[src/rtl/switch_logic_debounced_if.sv]
// Switch/LED bus between the board pins and the debounced switch logic.
interface switch_logic_debounced_if #(
    parameter int NUM_SW = 2
);
    logic [NUM_SW-1:0] i_Switch;
    logic [1:0]        i_Mode;
    logic [NUM_SW-1:0] o_Switch_Db;
    logic              o_Change;
    logic              o_LED;

    // Driver side: the board pins / stimulus.
    modport master (
        output i_Switch, i_Mode,
        input  o_Switch_Db, o_Change, o_LED
    );

    // Logic side: the debouncer and LED function.
    modport slave (
        input  i_Switch, i_Mode,
        output o_Switch_Db, o_Change, o_LED
    );
endinterface

[src/rtl/switch_logic_debounced.sv]
// NUM_SW raw switches -> 2-flop sync -> per-channel counter debounce ->
// runtime-selectable function (AND/OR/XOR/release-toggle) -> registered LED.
module switch_logic_debounced #(
    parameter int NUM_SW         = 2,
    parameter int DEBOUNCE_LIMIT = 250000
) (
    input logic                    i_Clk,
    input logic                    i_Rst_n,
    switch_logic_debounced_if.slave bus
);
    localparam int             CW       = (DEBOUNCE_LIMIT > 1) ? $clog2(DEBOUNCE_LIMIT) : 1;
    localparam logic [CW-1:0]  CNT_LAST = CW'(DEBOUNCE_LIMIT - 1);

    logic [NUM_SW-1:0] sync1, sync2;
    logic [NUM_SW-1:0] db, db_next;
    logic              change, rel, t, t_next, led;

    // Two-flop synchroniser on every raw switch line.
    always_ff @(posedge i_Clk or negedge i_Rst_n) begin
        if (!i_Rst_n) begin
            sync1 <= '0;
            sync2 <= '0;
        end else begin
            sync1 <= bus.i_Switch;
            sync2 <= sync1;
        end
    end

    // Independent debounce counter per channel; any return to the stable
    // level wipes the progress so a new attempt needs the full count.
    genvar g;
    generate
        for (g = 0; g < NUM_SW; g++) begin : g_ch
            logic [CW-1:0] cnt;
            logic          hit;

            assign hit        = (sync2[g] != db[g]) && (cnt == CNT_LAST);
            assign db_next[g] = hit ? sync2[g] : db[g];

            // Count consecutive cycles the synchronised level differs from stable.
            always_ff @(posedge i_Clk or negedge i_Rst_n) begin
                if (!i_Rst_n)
                    cnt <= '0;
                else if (sync2[g] == db[g] || hit)
                    cnt <= '0;
                else
                    cnt <= cnt + CW'(1);
            end
        end
    endgenerate

    // Toggle flips one edge after a debounced release of channel 0, only in mode 11.
    always_comb begin
        t_next = t;
        if (bus.i_Mode == 2'b11 && rel)
            t_next = ~t;
    end

    // Debounced vector, change/release pulses, toggle state and LED function.
    always_ff @(posedge i_Clk or negedge i_Rst_n) begin
        if (!i_Rst_n) begin
            db     <= '0;
            change <= 1'b0;
            rel    <= 1'b0;
            t      <= 1'b0;
            led    <= 1'b0;
        end else begin
            db     <= db_next;
            change <= (db_next != db);
            rel    <= db[0] & ~db_next[0];
            t      <= t_next;
            case (bus.i_Mode)
                2'b00:   led <= &db;
                2'b01:   led <= |db;
                2'b10:   led <= ^db;
                default: led <= t_next;
            endcase
        end
    end

    assign bus.o_Switch_Db = db;
    assign bus.o_Change    = change;
    assign bus.o_LED       = led;
endmodule

[src/flat_wrapper.sv]
// flat-port wrapper written by rule: the top's interface ports become plain ports
module switch_logic_debounced_flat 
#(
    parameter int NUM_SW         = 2,
    parameter int DEBOUNCE_LIMIT = 250000
)
  (i_Clk, i_Rst_n, bus_i_Switch, bus_i_Mode, bus_o_Switch_Db, bus_o_Change, bus_o_LED);
  switch_logic_debounced_if #(.NUM_SW(NUM_SW)) bus_i ();
  input logic i_Clk;
  input logic i_Rst_n;
  input wire logic [$bits(bus_i.i_Switch)-1:0] bus_i_Switch;
  input wire logic [$bits(bus_i.i_Mode)-1:0] bus_i_Mode;
  output wire logic [$bits(bus_i.o_Switch_Db)-1:0] bus_o_Switch_Db;
  output wire logic [$bits(bus_i.o_Change)-1:0] bus_o_Change;
  output wire logic [$bits(bus_i.o_LED)-1:0] bus_o_LED;
  assign bus_i.i_Switch = bus_i_Switch;
  assign bus_i.i_Mode = bus_i_Mode;
  assign bus_o_Switch_Db = bus_i.o_Switch_Db;
  assign bus_o_Change = bus_i.o_Change;
  assign bus_o_LED = bus_i.o_LED;
  switch_logic_debounced #(.NUM_SW(NUM_SW), .DEBOUNCE_LIMIT(DEBOUNCE_LIMIT)) u_core (.i_Clk(i_Clk), .i_Rst_n(i_Rst_n), .bus(bus_i));
endmodule
[config.mk]
export PLATFORM = sky130hd
export DESIGN_NAME = switch_logic_debounced_flat
export DESIGN_NICKNAME = d
export VERILOG_FILES = /design/src/rtl/switch_logic_debounced_if.sv /design/src/rtl/switch_logic_debounced.sv /design/src/flat_wrapper.sv
export SDC_FILE = /design/constraint.sdc
export NUM_CORES = 1
export LEC_CHECK = 0
export BUFFER_PORTS_ARGS = -buffer_cell sky130_fd_sc_hd__buf_4
export CAP_MARGIN = 20
export CORE_MARGIN = 2
export CORE_UTILIZATION = 54
export CTS_CLUSTER_SIZE = 12
export DETAILED_ROUTE_END_ITERATION = 10
export PLACE_DENSITY_LB_ADDON = 0.2
export SLEW_MARGIN = 15
export SYNTH_ARGS = -nofsm -noshare
export SYNTH_HDL_FRONTEND = slang
export SYNTH_SLANG_ARGS = --single-unit
[constraint.sdc]
create_clock -name i_Clk -period 2.1 [get_ports i_Clk]
set_clock_uncertainty 0.05 [all_clocks]
set_input_delay 0.42 -clock i_Clk [delete_from_list [all_inputs] [get_ports i_Clk]]
set_output_delay 0.42 -clock i_Clk [all_outputs]
set_load 0.01 [all_outputs]
[Word level (Yosys, flattened, before mapping)]
Cells that the tools add are included.
Word-level totals
  bits in read-only memories: 0
  flip-flop bits (word level): 46
  RAM bits: 0
  input port bits: 6
  latch bits: 0
  word-level logic and storage cells: 39
  memories kept: 0
Operators by class
  multiplexer cells: 6
  multipliers: 0
  reduce and logical (&&, ||, !) cells: 9
  $add $sub $neg: 2
  equality and inequality tests: 10
  shifts and indexed selects: 0
  $lt $le $gt $ge: 0
  divide/modulo/power cells: 0
  bitwise operators: 3
Operators with widths (count)
  $add 18x1->18 const B: 2
  $eq 18x18->1 const B: 2
  $mux 18: 2
  $eq 2x2->1 const B: 2
  $logic_and 1x1->1: 3
  $mux 1: 3
  $pmux 1 s3: 1
  $eq 1x1->1: 2
  $eq 2x1->1 const B: 1
  $logic_not 2->1: 1
  $logic_or 1x1->1: 2
  $ne 1x1->1: 2
  $ne 2x2->1: 1
  $not 1->1: 2
  $reduce_and 2->1: 1
  $reduce_or 2->1: 1
  $reduce_xor 2->1: 1
  $and 1x1->1: 1

[Depth between registers and ports, before layout]
  depth in word-level cells: 5
  depth in mapped cells: 6

[Least setup slack after synthesis]
OpenSTA, ideal clock, no wires.
  path kind: register -> register
  start: register u_core.g_ch[1].cnt[11]
  end: register u_core.db[1] (netlist: u_core.bus.o_Switch_Db[1])
  arrival: 1.837 ns
  cell stages (with the launch flop): 5
  period minus slack after synthesis: 2.012 ns
  setup slack: 0.088 ns
  path buffers: 0
  library setup time: 0.125 ns
  path through: dfrtp_1 -> or4_1 -> or4_4 -> nor2_1 -> mux2_2
On the way
  cells in the longest elaborated chain, start to end: 3
Ends and longest elaborated chain
  from (decl): line switch_logic_debounced.sv:34  | logic [CW-1:0] cnt;
  from (signal assigned): line switch_logic_debounced.sv:47  | cnt <= cnt + CW'(1);
  $eq 18x18->1: line switch_logic_debounced.sv:37  | assign hit = (sync2[g] != db[g]) && (cnt == CNT_LAST);
  $logic_and 1x1->1: line switch_logic_debounced.sv:37
  $mux 1: line switch_logic_debounced.sv:38  | assign db_next[g] = hit ? sync2[g] : db[g];
  net u_core.db_next[1]: line switch_logic_debounced.sv:15  | logic [NUM_SW-1:0] db, db_next;
  to (signal assigned): line switch_logic_debounced.sv:68  | db <= db_next;
  to (decl): line switch_logic_debounced.sv:15
The timed path passes the listed nets, and every way through them passes these cells.

[Worst setup path after layout]
Ends and elaborated chain as after synthesis.

==> impl_metrics.py <==
metrics = {
    "run_status": {
        "status": "finished clean",
    },
    "placement": {
        "io_buffers": 9,
        "hpwl_microns": 2900,
        "gp_congestion": 0.814,
        "dpl_cell_area_sq_mm": 0.00247,
    },
    "setup_path": {
        "rrSetupSlack_ps": 80,
        "path_cells": "or4_1 -> or4_4 -> nor2_1 -> mux2_2",
        "crit_path_end_kind": "flip-flop",
        "reg2reg_to": "u_core.bus.o_Switch_Db[1]",
        "cp.arrival_ps": 2170,
        "cp.required_ps": 2250,
        "critical_path.slowest_cell": "or4_1",
        "crit_type": "reg2reg",
        "r2r_cells": 4,
        "critPathMaxFanout": 3,
        "start_kind": "flip-flop",
        "max_stage_delay_ps": 520,
        "crit-reg2reg-launch": "u_core.g_ch[1].cnt[11]",
    },
    "logic_synthesis": {
        "synth_common_cells": "46 x dfrtp_1, 40 x nor2_1, 26 x xnor2_1",
        "yosysTopAreaCell": "dfrtp_1",
        "syn_area_sq_mm": 0.00222,
        "synth.top_cell.area_share_pct": 51.9,
        "synth.area.top_cells": "dfrtp_1 52%, xnor2_1 10%, nor2_1 6.8%",
        "synth_cells": 213,
        "synth_cell_types": 30,
        "synth.most_common_cell": "dfrtp_1",
        "synth_ff_type": "dfrtp_1",
        "syn_nets": 224,
        "synth_edf_count": 0,
        "ys_seq_elements": 46,
        "synthArstFlopShare_pct": 100,
        "yosys_warnings": 0,
        "syn_area_per_cell_sq_um": 10.4,
        "synth-seq-area-share_pct": 51.9,
    },
    "timing": {
        "worst_pin_slew_ps": 578,
        "setup_viol": 0,
        "fin_crit_ps": 2020,
        "drv_slew": 0,
        "maxSlewHeadroom_pct": 61.5,
        "hold_violations": 0,
        "rsz0062_at_grt": "false",
        "fmax_ghz": 0.494,
        "fin_crit_sh_pct": 96.4,
    },
    "grt": {
        "antenna_found_initial": 0,
        "grt-ovfl-total": 0,
        "grt_max_degree": 47,
        "grt_pass1_vias": 1567,
        "grt_pass1_wl_microns": 7030,
        "track_usage_pct": 20.7,
    },
    "floorplan": {
        "io_pins": 10,
        "die_area_sq_mm": 0.00463,
        "fp.dieH_microns": 68.1,
        "fp.dieW_microns": 68.1,
        "initial_utilization_pct": 55.8,
        "core_area_sq_mm": 0.00397,
        "std_cell_rows": 23,
    },
    "flow_run": {
        "maxCapViolCount": 0,
    },
    "finish": {
        "layout.nets": 255,
        "final_util_pct": 65.3,
        "n_fill_cell": 338,
        "area_growth_pct": 17.1,
        "stdcell_area_sq_mm": 0.00259,
        "regArea_sq_mm": 0.00115,
        "multi_input_area_sq_mm": 0.00104,
        "antenna_cells": 0,
        "drive_above_1_share_pct": 18.8,
    },
    "power": {
        "power.leakage_nw": 1.08,
        "power_density_mw_per_mm2": 585,
        "vdd_drop_max_mv": 0.339,
    },
    "routing": {
        "dr_wl_met3_microns": 131,
        "route.met2.wl_microns": 2090,
        "dr.pass1.iters": 4,
        "wl_met1_microns": 1830,
        "highest_layer": "met4",
        "ant_nets": 0,
        "vias_per_cell": 5.48,
        "drtIter0Drc": 118,
        "drt-total-wl_microns": 4150,
        "drc": 0,
        "vias": 1617,
        "wl_per_cell_microns": 14.1,
    },
    "clock_network": {
        "clock_sinks": 46,
        "cts-root-buf": "clkbuf_8",
        "post_cts_buffers": 0,
        "cts_tree": "done",
        "cts_hold_buf": 0,
        "htree_num_levels": 2,
        "clkSlewWorstSetupHoldPaths_ps": 90,
        "clk-insertion-delay-late_ps": 310,
        "cts_buffers": 5,
        "clockBufferDepth": 2,
    },
    "min_path": {
        "hp-class": "in2async",
    },
}
==> metrics by stage <==
stage	setup TNS (ps)	cells	setup slack (ps)	hold WS, ps	total power, mW
after floorplan	0	213	88.1	74.4	0.956
after global placement	0	287	107	283	0.993
after detailed placement	-32.5	287	-32.5	311	0.996
after CTS	0	295	17.5	75.4	1.54
after global routing	0	295	8.69	100	1.58
final	0	295	76.5	55.8	1.52
==> worst max-delay path by stage <==
stage | start | to | slack [ps] | cells past startpoint
after floorplan | u_core.g_ch[1].cnt[11] | u_core.bus.o_Switch_Db[1] | 90 | 4
after global placement | u_core.g_ch[1].cnt[11] | u_core.bus.o_Switch_Db[1] | 110 | 4
after detailed placement | u_core.g_ch[0].cnt[9] | u_core.bus.o_Change | -30 | 7
after CTS | u_core.g_ch[0].cnt[9] | u_core.bus.o_Change | 20 | 7
after global routing | u_core.g_ch[1].cnt[0] | u_core.bus.o_Switch_Db[1] | 9 | 5
final | u_core.g_ch[1].cnt[11] | u_core.bus.o_Switch_Db[1] | 80 | 4
==> repair_timing <==
| action | CTS | global route |
|---|---|---|
| pin swaps | 0 | 1 |
| endpoints found under the setup margin | 1 | 2 |
| gates resized for setup | 1 | 5 |
| gates cloned | 0 | 0 |
==> cell families (layout without fill, tap and decap cells) <==
family,Yosys count,count (layout),synth area share (%)
buffers and inverters,14,46,2.77
muxes,5,5,2.94
DFF,46,46,51.9
and+or+nand+nor,103,103,23.1
xor gates and xnor gates,32,32,12.6
AOI/OAI and AO/OA,8,8,3.78
adders and majority gates,5,5,2.82
==> placed cells by master (no fill, tap or decap), types with 2 or more instances in the layout <==
cell,n
mux2i_1,2
clkbuf_8,5
or4_1,2
mux2_2,2
buf_4,25
nand2_1,10
nor4_1,9
nand3_1,14
or4b_1,2
xnor2_1,26
inv_1,12
dfrtp_1,45
ha_1,5
or3_1,3
nand4_1,7
xor2_1,6
o21ai_0,2
nor3_1,9
nor2_1,40
==> critical path, delay by kind of cell (launching register included) <==
| family | cells | cell delay, ps |
|---|---|---|
| DFF | 1 | 380 |
| muxes | 1 | 350 |
| and+or+nand+nor | 3 | 1140 |
==> flip-flops by register name, summed over array words and instances (netlist names) <==
signal / count
u_core.bus.o_LED: 1
u_core.g_ch.cnt: 36
u_core.t: 1
u_core.sync1: 2
u_core.rel: 1
u_core.bus.o_Change: 1
u_core.sync2: 2
u_core.bus.o_Switch_Db: 2
==> power by group <==
group          total [mW]  internal [mW]  switching [mW]
Clock               0.542          0.234           0.308
Sequential          0.911          0.898          0.0124
Combinational      0.0652         0.0255          0.0398
Total                1.52           1.16           0.360
==> cell type report <==
class | instances | share of cell area [%]
Clock buffer | 5 | 2.65
Sequential cell | 46 | 44.4
Multi-Input combinational cell | 153 | 39.9
Inverter | 12 | 1.74
Tap cell | 50 | 2.41
Clock inverter | 3 | 0.820
Timing Repair Buffer | 26 | 8.01
==> layer usage <==
metal,vias to the layer above,GRT usage (%)
li1,800,-
met1,782,25.0
met2,25,34.6
met3,10,5.10
met4,0,10.0
met5,-,0
(Power assumes the default switching activity.)
